===== config.mk =====
export PLATFORM = sky130hd
export DESIGN_NAME = sd_spi_clk_ctrl
export DESIGN_NICKNAME = d
export VERILOG_FILES = /design/src/rtl/sd_spi_clk_ctrl.sv
export SDC_FILE = /design/constraint.sdc
export NUM_CORES = 1
export LEC_CHECK = 0
export CAP_MARGIN = 20
export CORE_ASPECT_RATIO = 1.1
export CORE_MARGIN = 2
export CORE_UTILIZATION = 59
export CTS_CLUSTER_SIZE = 20
export DETAILED_ROUTE_END_ITERATION = 8
export HOLD_SLACK_MARGIN = 0.02
export MAX_ROUTING_LAYER = met4
export PLACE_DENSITY = 0.77
export SYNTH_ARGS = -nofsm -noshare
export SYNTH_HDL_FRONTEND = slang
export SYNTH_SLANG_ARGS = --single-unit

===== constraint.sdc =====
create_clock -name clk -period 2.2 [get_ports clk]
set_input_delay 0.44 -clock clk [delete_from_list [all_inputs] [get_ports clk]]
set_output_delay 0.44 -clock clk [all_outputs]
set_load 0.05 [all_outputs]

===== src/rtl/sd_spi_clk_ctrl.sv =====
// -----------------------------------------------------------------------------
// sd_spi_clk_ctrl
//   Avalon-MM slave SPI byte engine for an SD card (SPI mode 0). Software
//   writes a byte to TXDATA and polls STATUS instead of bit-banging pins.
//   Also provides an 80-clock power-up burst with MOSI held high.
//
// Ports
//   clk, reset_n         system clock (rising edge), async active-low reset
//   chipselect, address  slave select, register index
//                        (0 TXDATA, 1 RXDATA, 2 DIVIDER, 3 STATUS)
//   write_n, writedata   active-low write strobe and 8-bit write data
//   readdata             combinational read data, zero wait states
//   sd_clk, sd_mosi      SPI clock (idle low) and data out (idle high)
//   sd_miso              SPI data in (asynchronous, synchronised here)
//   irq                  level interrupt = done & irq_en
//
// STATUS bits: [0] busy  [1] done (W1C)  [2] irq_en  [3] clk_burst
// -----------------------------------------------------------------------------
module sd_spi_clk_ctrl #(
    parameter logic [7:0] DIV_RESET = 8'd99,
    parameter int         NBITS     = 8
) (
    input  logic       clk,
    input  logic       reset_n,
    input  logic       chipselect,
    input  logic [1:0] address,
    input  logic       write_n,
    input  logic [7:0] writedata,
    output logic [7:0] readdata,
    output logic       sd_clk,
    output logic       sd_mosi,
    input  logic       sd_miso,
    output logic       irq
);

    localparam int         CW          = $clog2(NBITS) + 1;
    localparam logic [6:0] BURST_EDGES = 7'd80;

    typedef enum logic [1:0] {S_IDLE, S_LOW, S_HIGH, S_BURST} state_t;

    state_t             r_state;
    logic [7:0]         r_div;
    logic [7:0]         r_run_div;
    logic [7:0]         r_divcnt;
    logic [CW-1:0]      r_bitcnt;
    logic [6:0]         r_brstcnt;
    logic [NBITS-1:0]   r_shift;
    logic [7:0]         r_txdata;
    logic               r_sd_clk;
    logic               r_mosi;
    logic               r_done;
    logic               r_irq_en;
    logic               r_miso_s1;
    logic               r_miso_s2;
    logic [1:0]         r_smp_pipe;
    logic [1:0]         r_last_pipe;
    logic [NBITS-2:0]   r_rx;
    logic [NBITS-1:0]   r_rxdata;

    state_t             w_nxt_state;
    logic [7:0]         w_nxt_run_div;
    logic [7:0]         w_nxt_divcnt;
    logic [CW-1:0]      w_nxt_bitcnt;
    logic [6:0]         w_nxt_brstcnt;
    logic [NBITS-1:0]   w_nxt_shift;
    logic               w_nxt_sd_clk;
    logic               w_nxt_mosi;
    logic               w_done_set;

    logic w_wr, w_wr_tx, w_wr_div, w_wr_stat, w_busy, w_div_zero;
    logic w_smp, w_smp_last;

    assign w_wr       = chipselect & ~write_n;
    assign w_wr_tx    = w_wr && (address == 2'd0);
    assign w_wr_div   = w_wr && (address == 2'd2);
    assign w_wr_stat  = w_wr && (address == 2'd3);
    assign w_busy     = (r_state != S_IDLE);
    assign w_div_zero = (r_divcnt == 8'd0);

    // Rising sd_clk of a data byte: this is the instant miso is sampled.
    assign w_smp      = (r_state == S_LOW) && w_div_zero;
    assign w_smp_last = w_smp && (r_bitcnt == CW'(1));

    // ---------------- next-state / datapath ----------------
    always_comb begin
        w_nxt_state   = r_state;
        w_nxt_run_div = r_run_div;
        w_nxt_divcnt  = r_divcnt;
        w_nxt_bitcnt  = r_bitcnt;
        w_nxt_brstcnt = r_brstcnt;
        w_nxt_shift   = r_shift;
        w_nxt_sd_clk  = r_sd_clk;
        w_nxt_mosi    = r_mosi;
        w_done_set    = 1'b0;
        case (r_state)
            S_IDLE: begin
                // Divider is latched here so a later DIVIDER write cannot
                // disturb the transfer in flight.
                if (w_wr_tx) begin
                    w_nxt_state   = S_LOW;
                    w_nxt_shift   = writedata[NBITS-1:0];
                    w_nxt_mosi    = writedata[NBITS-1];
                    w_nxt_bitcnt  = CW'(NBITS);
                    w_nxt_divcnt  = r_div;
                    w_nxt_run_div = r_div;
                    w_nxt_sd_clk  = 1'b0;
                end else if (w_wr_stat && writedata[3]) begin
                    w_nxt_state   = S_BURST;
                    w_nxt_brstcnt = BURST_EDGES;
                    w_nxt_divcnt  = r_div;
                    w_nxt_run_div = r_div;
                    w_nxt_mosi    = 1'b1;
                    w_nxt_sd_clk  = 1'b0;
                end
            end
            S_LOW: begin
                if (w_div_zero) begin
                    w_nxt_sd_clk = 1'b1;
                    w_nxt_divcnt = r_run_div;
                    w_nxt_state  = S_HIGH;
                end else begin
                    w_nxt_divcnt = r_divcnt - 8'd1;
                end
            end
            S_HIGH: begin
                if (w_div_zero) begin
                    w_nxt_sd_clk = 1'b0;
                    w_nxt_bitcnt = r_bitcnt - CW'(1);
                    if (r_bitcnt == CW'(1)) begin
                        w_nxt_state  = S_IDLE;
                        w_nxt_mosi   = 1'b1;
                        w_nxt_divcnt = 8'd0;
                        w_done_set   = 1'b1;
                    end else begin
                        w_nxt_shift  = {r_shift[NBITS-2:0], 1'b0};
                        w_nxt_mosi   = r_shift[NBITS-2];
                        w_nxt_divcnt = r_run_div;
                        w_nxt_state  = S_LOW;
                    end
                end else begin
                    w_nxt_divcnt = r_divcnt - 8'd1;
                end
            end
            S_BURST: begin
                // Same half-period timing as a byte; count rising edges and
                // finish on the falling edge after the last one.
                if (w_div_zero) begin
                    w_nxt_divcnt = r_run_div;
                    if (!r_sd_clk) begin
                        w_nxt_sd_clk  = 1'b1;
                        w_nxt_brstcnt = r_brstcnt - 7'd1;
                    end else begin
                        w_nxt_sd_clk = 1'b0;
                        if (r_brstcnt == 7'd0) begin
                            w_nxt_state  = S_IDLE;
                            w_nxt_divcnt = 8'd0;
                            w_done_set   = 1'b1;
                        end
                    end
                end else begin
                    w_nxt_divcnt = r_divcnt - 8'd1;
                end
            end
            default: w_nxt_state = S_IDLE;
        endcase
    end

    // ---------------- state / register file ----------------
    always_ff @(posedge clk or negedge reset_n) begin
        if (!reset_n) begin
            r_state   <= S_IDLE;
            r_div     <= DIV_RESET;
            r_run_div <= DIV_RESET;
            r_divcnt  <= 8'd0;
            r_bitcnt  <= '0;
            r_brstcnt <= 7'd0;
            r_shift   <= '0;
            r_txdata  <= 8'h00;
            r_sd_clk  <= 1'b0;
            r_mosi    <= 1'b1;
            r_done    <= 1'b0;
            r_irq_en  <= 1'b0;
        end else begin
            r_state   <= w_nxt_state;
            r_run_div <= w_nxt_run_div;
            r_divcnt  <= w_nxt_divcnt;
            r_bitcnt  <= w_nxt_bitcnt;
            r_brstcnt <= w_nxt_brstcnt;
            r_shift   <= w_nxt_shift;
            r_sd_clk  <= w_nxt_sd_clk;
            r_mosi    <= w_nxt_mosi;
            if (w_wr_tx && !w_busy)
                r_txdata <= writedata;
            if (w_wr_div && !w_busy)
                r_div <= writedata;
            if (w_wr_stat)
                r_irq_en <= writedata[2];
            // A completion beats a same-cycle clear.
            if (w_done_set)
                r_done <= 1'b1;
            else if (w_wr_stat && writedata[1])
                r_done <= 1'b0;
        end
    end

    // ---------------- miso capture ----------------
    // miso passes a two-flop synchroniser, so the sample strobe is delayed by
    // the same two cycles; the captured bit is the pin value at the rising
    // sd_clk edge. At DIV=0 this puts the RXDATA update one cycle after busy
    // falls.
    always_ff @(posedge clk or negedge reset_n) begin
        if (!reset_n) begin
            r_miso_s1   <= 1'b0;
            r_miso_s2   <= 1'b0;
            r_smp_pipe  <= 2'b00;
            r_last_pipe <= 2'b00;
            r_rx        <= '0;
            r_rxdata    <= '0;
        end else begin
            r_miso_s1   <= sd_miso;
            r_miso_s2   <= r_miso_s1;
            r_smp_pipe  <= {r_smp_pipe[0], w_smp};
            r_last_pipe <= {r_last_pipe[0], w_smp_last};
            if (r_smp_pipe[1])
                r_rx <= {r_rx[NBITS-3:0], r_miso_s2};
            if (r_last_pipe[1])
                r_rxdata <= {r_rx, r_miso_s2};
        end
    end

    // ---------------- outputs ----------------
    always_comb begin
        readdata = 8'h00;
        case (address)
            2'd0: readdata = r_txdata;
            2'd1: readdata = 8'(r_rxdata);
            2'd2: readdata = r_div;
            2'd3: readdata = {4'b0000, (r_state == S_BURST), r_irq_en, r_done, w_busy};
            default: readdata = 8'h00;
        endcase
    end

    assign sd_clk  = r_sd_clk;
    assign sd_mosi = r_mosi;
    assign irq     = r_done & r_irq_en;

endmodule

# After elaboration in Yosys (flattened, before gate mapping)
# Index checks and enable logic that the tools add are counted.
[word_totals]
elab_cells = 119
in_bits = 15
out_inout_bits = 11
regBits = 77
[op_classes]
reduce_logical = 26
bitwise = 3
n_mux = 51
addsub = 3
n_eq_ne = 18
[op_table]
columns = ["cell", "count"]
rows = [
  ["8-bit 2-to-1 mux", 8],
  ["8-bit case mux with 4 select lines", 2],
  ["7-bit 2-to-1 mux", 7],
  ["7-bit case mux with 2 select lines", 2],
  ["2-bit inequality test (second input constant)", 10],
  ["1-bit 2-to-1 mux", 18],
  ["2-bit 2-to-1 mux", 7],
  ["2-bit nonzero test", 5],
  ["1-bit logical AND", 9],
  ["2-bit equality test (second input constant)", 4],
  ["8-bit zero test", 1],
  ["4-bit 2-to-1 mux", 2],
  ["2-bit case mux with 4 select lines", 1],
  ["4-bit case mux with 2 select lines", 1],
  ["4-bit AND reduction", 2],
  ["8-bit by 1-bit subtractor with 8-bit output (second input constant)", 1],
  ["7-bit zero test", 1],
  ["7-bit by 1-bit subtractor with 7-bit output (second input constant)", 1],
  ["3-bit AND reduction", 2],
  ["6-bit AND reduction", 1],
  ["5-bit AND reduction", 1],
  ["2-bit by 1-bit equality test with 1-bit output (second input constant)", 2],
  ["4-bit by 1-bit equality test with 1-bit output (second input constant)", 1],
  ["2-bit zero test", 2],
  ["8 further kinds", 10],
]

# Depth between registers and ports, before layout
# Gate-level depths: netlist of run 1.
[depth]
depth_word = 7
mapped_depth = 7
depth_no_buf = 6

# Worst setup path after synthesis of run 1
# Ideal clock, no wire load.
[synth_path]
kind = "input to output"
startpoint = "in address[0]"
endpoint = "out readdata[4]"
path_slack_ns = -0.105
n_path_buf = 1
path_stages = 3
required_ns = 1.760
arrival_time_ns = 1.865
path_cell_list = "buf_2 mux2i_1 o21ai_0"
[synth_between]
elab_chain_len = 2
word_cells_on_any_way = 5
cone_classes = "3 x eq/ne; 1 x mux; 1 x reduce/logical"
[synth_lines]
columns = ["item", "line", "text"]
rows = [
  ["from (decl)", "26", "input logic [1:0] address,"],
  ["2-bit equality test, or another cell as far along", "234", "case (address)"],
  ["8-bit case mux with 4 select lines (*)", "234", ""],
  ["to (decl)", "29", "output logic [7:0] readdata,"],
]
# Every way passes the cells marked *; elsewhere a longest branch is shown, timed or not.

# Worst setup path after layout of run 1
[layout_path]
startpoint = "reg r_state[0]"
endpoint = "out readdata[0]"
[layout_between]
elab_chain_len = 2
[layout_lines]
columns = ["item", "line", "text"]
rows = [
  ["from (decl)", "41", "state_t r_state;"],
  ["from (signal assigned)", "184", "r_state <= w_nxt_state;"],
  ["2-bit nonzero test", "77", "assign w_busy = (r_state != S_IDLE);"],
  ["8-bit case mux with 4 select lines", "234", ""],
]
# Every way passes these cells.

==> flow_summary.toml, run 1 <==
[die]
num_io_pins = 26
fp.dieW_um = 81.8
row_count = 31
initial_utilization = 0.603
die_h_um = 89.6
coreArea_um2 = 6520
fp.dieArea_um2 = 7330

[sta]
worst_pin_slew_ns = 0.572
timing.fmax_mhz = 462
finalClockSkew_ns = 0.00887
finalCritPeriodShare = 0.985
rsz0062_at_grt = "no"
slew_violations = 0
min_period_ns = 2.17
setup_viol = 0
max-slew-margin-rel = 0.609
hold_viol = 0

[placed_design]
placement.io_buffers = 25
gp_congestion = 0.908
placed_area_um2 = 4530
dpl.hpwl_mm = 7.15

[worst_hold_path]
min_path_type = "flop to flop"

[job]
cap_violations = 0

[critical_path]
cp-end-kind = "primary output"
crit_chain = "or2_4, mux4_2, buf_6"
worstSetupPathType = "flop to primary output"
worstPathArrival_ns = 1.73
critPathSlowestCell = "mux4_2"
required_ns = 1.76
cp-start-kind = "flop"
max_stage_delay_ns = 0.48
crit_fanout = 7

[final_layout]
stdcell_area_um2 = 4780
final_cell_mix = "66 x dfrtp_1, 48 x nand2_1, 43 x buf_4"
layout_commonest_cell = "dfrtp_1"
areaGrowthSynthToFinish_pct = 21.8
diodes = 0
nNetsFinal = 441
drive_above_1_share = 0.322

[routing]
via_per_inst = 6.10
first_pass_iters = 5
route.detailed.drc = 0
vias = 3101
drt-initial-drc-count = 190
drtAntennaViolNets = 0
wl_mm = 9.86
routedWlPerCell_um = 19.4

[global_route]
globalRouteOverflowTotal = 0
grt_pass1_wl_mm = 16.0
track_usage = 0.308
grt_pass1_vias = 3101
grt_max_degree = 34
antenna_found_initial = 0

[logic_synthesis]
avgSynthCellArea_um2 = 11.0
yosysSeqAreaShare = 0.493
yosys.area.top_type = "dfrtp_1"
ys.flop_type = "dfrtp_1"
synthArstFlopShare = 1.00
yosysWarnings = 0
syn-cell-area_um2 = 3930
syn-num-nets = 378
ys_types = 57
yosys_register_bits = 77
syn_inst = 358
synth_top_area_frac = 0.433
yosys-top-cells-area = "dfrtp_1 43%, mux2_2 9.7%, dfstp_2 6.0%"
synth_edf_count = 0

[clock_network]
cts_max_path_buffers = 2
numCtsBuffers = 9
clock_latency_ns = 0.36
cts-root-buf = "clkbuf_8"
cts_tree = "done"
htreeDepth = 3
path_clk_slew_ns = 0.09
cts_sinks = 77

[power_and_ir_drop]
p_total_w = 0.00262
ir_drop_v = 0.000544
powerDensity_nw_per_um2 = 548
p_leak_nw = 2.24

[outcome]
status = "complete, no violations"
metal layers:
layer | part of all wire | track usage
met1 | 0.40 | 0.377
met2 | 0.51 | 0.504
met4 | 0.032 | 0.139
met3 | 0.053 | 0.0490
met5 | 0 | -
where the power goes:
| part | switching [W] | internal [W] |
|---|---|---|
| Sequential | 0.00000925 | 0.00143 |
| Clock | 0.000588 | 0.000432 |
| Combinational | 0.0000940 | 0.0000714 |
state kept, by name (all words and copies together) (netlist names), 2 cells and up:
register and cells:
r_txdata 8, r_state 2, r_shift 7, r_divcnt 8
r_bitcnt 4, r_div 8, r_brstcnt 7, r_rxdata 8
r_last_pipe 2, r_run_div 8, r_rx 7, r_smp_pipe 2
path summary, 6_finish.rpt:
check	slack (ns)	from	to	cells after the start
min in group asynchronous	0.56	reset_n	r_divcnt[2]$_DFFE_PN0N_	2
max in group asynchronous	0.99	reset_n	r_run_div[1]$_DFFE_PN1P_	3
hold reg to reg	0.36	r_miso_s1$_DFF_PN0_	r_miso_s2$_DFF_PN0_	0
setup reg to reg	0.11	r_divcnt[1]$_DFFE_PN0N_	r_shift[2]$_DFFE_PN0P_	6
hold / removal	0.36	r_miso_s1$_DFF_PN0_	r_miso_s2$_DFF_PN0_	0
setup / recovery	0.03	r_state[0]$_DFFE_PN0P_	readdata[0]	3
cell usage after synthesis (3+ instances only):
cell	count
o21ai_0	17
clkbuf_1	10
a22oi_1	4
nand4_1	12
nor3b_1	3
nor2_1	17
a21oi_1	5
nor3_1	7
a211oi_1	4
and2_1	4
inv_1	9
o22ai_1	3
nor2b_1	7
a22o_1	4
nand3_1	11
ha_1	5
dfstp_2	9
mux2i_1	9
xor2_1	5
mux2_2	34
and3_1	4
nand2b_1	4
o21ai_1	5
dfrtp_1	68
mux2_4	6
buf_2	3
nand2_1	48
mux4_2	4
worst max-delay path: cells and delay by family (launching register included):
kind	cells	cell delay (ns)
buffers and inverters	1	0.17
flip-flops	1	0.46
multiplexers	1	0.48
AND/OR/NAND/NOR	1	0.26
cells by family (layout without fill, tap and decap cells):
group | after synthesis | after routing | share of synthesized area
AO/OA/AOI/OAI | 58 | 58 | 0.0988
XOR/XNOR | 6 | 6 | 0.0134
adder cells (fa/ha/maj) | 5 | 5 | 0.0159
buffers and inverters | 25 | 93 | 0.0290
flip-flops | 77 | 77 | 0.493
multiplexers | 53 | 53 | 0.166
AND/OR/NAND/NOR | 134 | 134 | 0.183
stage by stage:
step | setup TNS, ns | setup slack (ns) | hold WS [ns] | std cells | utilization
floorplan | 0 | 0.271 | 0.144 | 358 | -
global placement | -1.27 | -0.152 | 0.336 | 488 | 0.696
detailed placement | -1.36 | -0.124 | 0.336 | 488 | 0.696
CTS | 0 | 0.00517 | 0.357 | 507 | 0.731
global route | 0 | 0.00588 | 0.376 | 508 | 0.734
finish | 0 | 0.0341 | 0.356 | 508 | 0.734
final cells by class:
| class | count | area (µm²) |
|---|---|---|
| Clock inverter | 7 | 66.3 |
| Multi-Input combinational cell | 256 | 1890 |
| Clock buffer | 9 | 124 |
| Fill cell | 460 | 1730 |
| Sequential cell | 77 | 1940 |
| Inverter | 9 | 33.8 |
| Tap cell | 82 | 103 |
| Timing Repair Buffer | 68 | 629 |
timing repair:
action	4_1_cts	5_1_grt
endpoints found under the hold margin	17	0
hold buffers	1	0
gates resized for setup	8	3
endpoints found under the setup margin	7	2
pin swaps	0	0
buffers inserted	2	1
gates cloned	0	0
Note: power is estimated with default switching activity, not from simulation.
==> inputs of run 2 (changes only) <==
--- a/config.mk
+++ b/config.mk
@@ -14,6 +14,7 @@
 export HOLD_SLACK_MARGIN = 0.02
 export MAX_ROUTING_LAYER = met4
 export PLACE_DENSITY = 0.77
+export SETUP_SLACK_MARGIN = 0.05
 export SYNTH_ARGS = -nofsm -noshare
 export SYNTH_HDL_FRONTEND = slang
 export SYNTH_SLANG_ARGS = --single-unit
==> flow_summary.toml, run 2 (synthesis results as in run 1) <==
[critical_path]
worstSetupPathType = "flop to primary output"
crit_chain = "or2_4, mux4_2, buf_6"
crit_buf_inv = 1
crit_fanout = 7
required_ns = 1.76
cp-start-kind = "flop"
max_stage_delay_ns = 0.48
worstPathArrival_ns = 1.73
path_delay_family = "multiplexers"
critPathSlowestCell = "mux4_2"
cp-end-kind = "primary output"

[final_layout]
diodes = 0
final_cell_mix = "66 x dfrtp_1, 48 x nand2_1, 42 x buf_4"
nNetsFinal = 441
final_cell_count_no_fill = 508
final_core_util = 0.736
stdcell_area_um2 = 4800
drive_above_1_share = 0.324
areaGrowthSynthToFinish_pct = 22.2
layout_commonest_cell = "dfrtp_1"

[global_route]
antenna_found_initial = 0
grt_max_degree = 34
globalRouteOverflowTotal = 0
grt_pass1_vias = 3106
grt_pass1_wl_mm = 16.0
track_usage = 0.307

[placed_design]
dpl.hpwl_mm = 7.15
placement.io_buffers = 25
gp_congestion = 0.908
placed_area_um2 = 4530
dp.cells = 488

[clock_network]
htreeDepth = 3
cts-root-buf = "clkbuf_8"
cts_max_path_buffers = 2
path_clk_slew_ns = 0.09
numCtsBuffers = 9
cts_sinks = 77
clock_latency_ns = 0.36
cts_tree = "done"

[power_and_ir_drop]
switching_power_w = 0.000691
powerDensity_nw_per_um2 = 547
ir_drop_v = 0.000545
p_leak_nw = 2.27
p_int_w = 0.00193
comb_power_share = 0.064
power_switching_share = 0.263
p_seq_frac = 0.548
clockPowerShare = 0.388

[routing]
route.detailed.drc = 0
routedWlPerCell_um = 19.6
drt-initial-drc-count = 220
vias = 3125
wl_mm = 9.94
via_per_inst = 6.15
first_pass_iters = 5
drtAntennaViolNets = 0

[sta]
hold_viol = 0
finalClockSkew_ns = 0.0100
rsz0062_at_grt = "yes"
timing.fmax_mhz = 461
setup_viol = 0
min_period_ns = 2.17
holdWs_ns = 0.356
finalCritPeriodShare = 0.985
worst_pin_slew_ns = 0.543
slew_violations = 0
max-slew-margin-rel = 0.628

[die]
num_io_pins = 26
row_count = 31
fp.dieArea_um2 = 7330
die_h_um = 89.6
initial_utilization = 0.603
fp.dieW_um = 81.8
coreArea_um2 = 6520

[outcome]
status = "complete, no violations"

[job]
cap_violations = 0

[worst_hold_path]
min_path_type = "flop to flop"
[run 2: cell type report]
type | instances | area, µm²
sequential | 77 | 1940
multi-input combinational | 256 | 1890
fill | 451 | 1720
timing repair buffer | 68 | 638
clock buffer | 9 | 124
tap | 82 | 103
clock inverter | 7 | 66.3
inverter | 9 | 33.8
[run 2: stage by stage]
stage	setup TNS (ns)	power, W	worst slack [ns]
2_1_floorplan	0	0.00152	0.271
3_3_place_gp	-1.27	0.00162	-0.152
3_5_place_dp	-1.36	0.00163	-0.124
4_1_cts	0	0.00264	0.0261
5_1_grt	0	0.00271	0.00588
6_report	0	0.00262	0.0328
[run 2: repair_timing]
| action | 4_1_cts | 5_1_grt |
|---|---|---|
| gates resized for setup | 11 | 5 |
| hold buffers | 1 | 0 |
| endpoints found under the hold margin | 17 | 0 |
| buffers inserted | 2 | 1 |
| endpoints found under the setup margin | 8 | 12 |
[run 2: worst paths after layout]
check	endpoint	cells after the start	slack, ns	startpoint
max in group asynchronous	r_div[6]$_DFFE_PN1P_	3	0.99	reset_n
hold reg to reg	r_miso_s2$_DFF_PN0_	0	0.36	r_miso_s1$_DFF_PN0_
setup reg to reg	r_divcnt[1]$_DFFE_PN0N_	6	0.15	r_bitcnt[1]$_DFFE_PN0P_
min in group asynchronous	r_divcnt[2]$_DFFE_PN0N_	2	0.57	reset_n
setup / recovery	readdata[0]	3	0.03	r_state[0]$_DFFE_PN0P_
hold / removal	r_miso_s2$_DFF_PN0_	0	0.36	r_miso_s1$_DFF_PN0_
[run 2: worst register-to-register path, cell delays in order, from the launching register on]
cell and delay (ns):
dfrtp_1 0.42, inv_1 0.09, ha_1 0.16, or3b_2 0.50, a21o_1 0.27, a22oi_1 0.33, o22ai_1 0.15
[run 2: routing by layer]
layer / wire length (µm) / global-route usage / vias up
li1: - / - / 1419
met1: 4070 / 0.376 / 1587
met2: 5150 / 0.505 / 99
met3: 436 / 0.0490 / 20
met4: 292 / 0.139 / 0
met5: 0 / - / -
[run 2: power groups by stage]
stage | clock [W] | combinational [W] | sequential [W]
after floorplan | 0 | 0.0000589 | 0.00146
after global placement | 0 | 0.000156 | 0.00146
after detailed placement | 0 | 0.000161 | 0.00146
after CTS | 0.00104 | 0.000168 | 0.00144
after global routing | 0.00109 | 0.000182 | 0.00144
final | 0.00102 | 0.000168 | 0.00144
==> inputs of run 3 (changes only) <==
--- a/config.mk
+++ b/config.mk
@@ -6,15 +6,15 @@
 export NUM_CORES = 1
 export LEC_CHECK = 0
 export CAP_MARGIN = 20
-export CORE_ASPECT_RATIO = 1.1
 export CORE_MARGIN = 2
-export CORE_UTILIZATION = 59
+export CORE_UTILIZATION = 40
 export CTS_CLUSTER_SIZE = 20
 export DETAILED_ROUTE_END_ITERATION = 8
 export HOLD_SLACK_MARGIN = 0.02
 export MAX_ROUTING_LAYER = met4
-export PLACE_DENSITY = 0.77
+export PLACE_DENSITY = 0.55
 export SETUP_SLACK_MARGIN = 0.05
 export SYNTH_ARGS = -nofsm -noshare
 export SYNTH_HDL_FRONTEND = slang
 export SYNTH_SLANG_ARGS = --single-unit
+export TNS_END_PERCENT = 100
==> flow_summary.toml, run 3 (synthesis results as in run 1) <==
[die]
initial_utilization = 0.407
fp.dieW_um = 103
row_count = 36
die_h_um = 103
fp.dieArea_um2 = 10600
num_io_pins = 26
coreArea_um2 = 9640

[sta]
worst_pin_slew_ns = 0.501
rsz0062_at_grt = "yes"
finalClockSkew_ns = 0.00842
timing.fmax_mhz = 459
setup_slack_ns = 0.0200
holdWs_ns = 0.354
min_period_ns = 2.18
slew_violations = 0
fin_tns_setup_ns = 0
hold_viol = 0
setup_viol = 0
finalCritPeriodShare = 0.991
max-slew-margin-rel = 0.666

[critical_path]
cp-start-kind = "flop"
crit_buf_inv = 1
path_delay_family = "multiplexers"
required_ns = 1.76
crit_fanout = 4
cp-end-kind = "primary output"
crit_chain = "or2_4, mux4_2, buf_6"
critPathSlowestCell = "mux4_2"
worstPathArrival_ns = 1.74
worstSetupPathType = "flop to primary output"
max_stage_delay_ns = 0.48

[clock_network]
cts_tree = "done"
cts_max_path_buffers = 2
htreeDepth = 3
cts-root-buf = "clkbuf_8"
numCtsBuffers = 9
cts_sinks = 77
path_clk_slew_ns = 0.08
clock_latency_ns = 0.36

[final_layout]
diodes = 0
final_cell_count_no_fill = 559
nNetsFinal = 441
areaGrowthSynthToFinish_pct = 24.0
multi_input_area_um2 = 1890
fill_cells = 912
final_cell_mix = "68 x dfrtp_1, 48 x nand2_1, 42 x buf_4"
drive_above_1_share = 0.317
layout_commonest_cell = "dfrtp_1"
seqCellArea_um2 = 1940

[placed_design]
dpl_worst_slack_ns = -0.0984
dp.cells = 537
placement.io_buffers = 25
dpl.hpwl_mm = 7.33
gp_congestion = 0.867

[routing]
route.detailed.drc = 0
drt-initial-drc-count = 158
via_per_inst = 5.27
vias = 2944
wl_mm = 9.92
drtAntennaViolNets = 0
first_pass_iters = 4
routedWlPerCell_um = 17.7

[job]
cap_violations = 0

[power_and_ir_drop]
p_leak_nw = 2.29
powerDensity_nw_per_um2 = 534
p_total_w = 0.00260
ir_drop_v = 0.000266

[global_route]
track_usage = 0.210
antenna_found_initial = 0
grt_max_degree = 60
globalRouteOverflowTotal = 0
grt_pass1_vias = 2943
grt_pass1_wl_mm = 16.0

[worst_hold_path]
min_path_type = "flop to flop"

[outcome]
status = "complete, no violations"
-- run 3: cell count changes in the layout (fill, tap and decap cells not counted), sizes merged --
cell	previous run	this run
dlymetal6s2s	2	3
buf	51	50
bufbuf	0	1
dlygate4sd2	1	2
clkinv	2	3
clkinvlp	2	1
clkdlybuf4s50	13	11
-- run 3: report_power, final --
part | switching, W | internal [W]
clock network | 0.000572 | 0.000423
logic | 0.0000926 | 0.0000780
registers | 0.0000104 | 0.00143
-- run 3: cell type report --
class | instances | share of cell area
Sequential cell | 77 | 0.398
Multi-Input combinational cell | 256 | 0.387
Timing Repair Buffer | 68 | 0.137
Tap cell | 133 | 0.0342
Clock buffer | 9 | 0.0254
Clock inverter | 7 | 0.0116
Inverter | 9 | 0.00694
-- run 3: worst paths after layout --
path | depth (start not counted) | slack (ns) | to | from
min in group asynchronous | 2 | 0.51 | r_brstcnt[4]$_DFFE_PN0P_ | reset_n
min reg2reg | 0 | 0.35 | r_smp_pipe[1]$_DFF_PN0_ | r_smp_pipe[0]$_DFF_PN0_
max | 3 | 0.02 | readdata[0] | r_state[1]$_DFFE_PN0P_
max in group asynchronous | 3 | 1.05 | r_div[6]$_DFFE_PN1P_ | reset_n
max reg2reg | 6 | 0.17 | r_shift[2]$_DFFE_PN0P_ | r_divcnt[1]$_DFFE_PN0N_
min | 0 | 0.35 | r_smp_pipe[1]$_DFF_PN0_ | r_smp_pipe[0]$_DFF_PN0_
-- run 3: routing by layer --
| metal | routed length (µm) | global-route usage | share of wire | vias to the layer above |
|---|---|---|---|---|
| li1 | - | - | - | 1418 |
| met1 | 4900 | 0.305 | 0.49 | 1440 |
| met2 | 4420 | 0.300 | 0.45 | 72 |
| met3 | 413 | 0.0285 | 0.042 | 14 |
| met4 | 185 | 0.0779 | 0.019 | 0 |
| met5 | 0 | - | 0 | - |
-- run 3: through the flow --
step	area [µm²]	utilization
floorplan	3930	-
global placement	4590	0.477
detailed placement	4590	0.477
CTS	4850	0.503
global route	4870	0.505
finish	4870	0.505
-- run 3: worst register-to-register path: stages (launching register included) --
cell and delay, ns:
dfrtp_1 0.45, inv_1 0.11, ha_1 0.20, or3b_1 0.49, nor2_8 0.19, o22ai_4 0.16
mux2_4 0.32
-- run 3: repair_timing --
item / 4_1_cts / 5_1_grt
pin swaps: 1 / 1
gates cloned: 1 / 0
endpoints found under the setup margin: 9 / 11
setup buffers: 3 / 1
hold buffers: 1 / 0
gates resized for setup: 7 / 4
hold endpoints to repair: 15 / 0
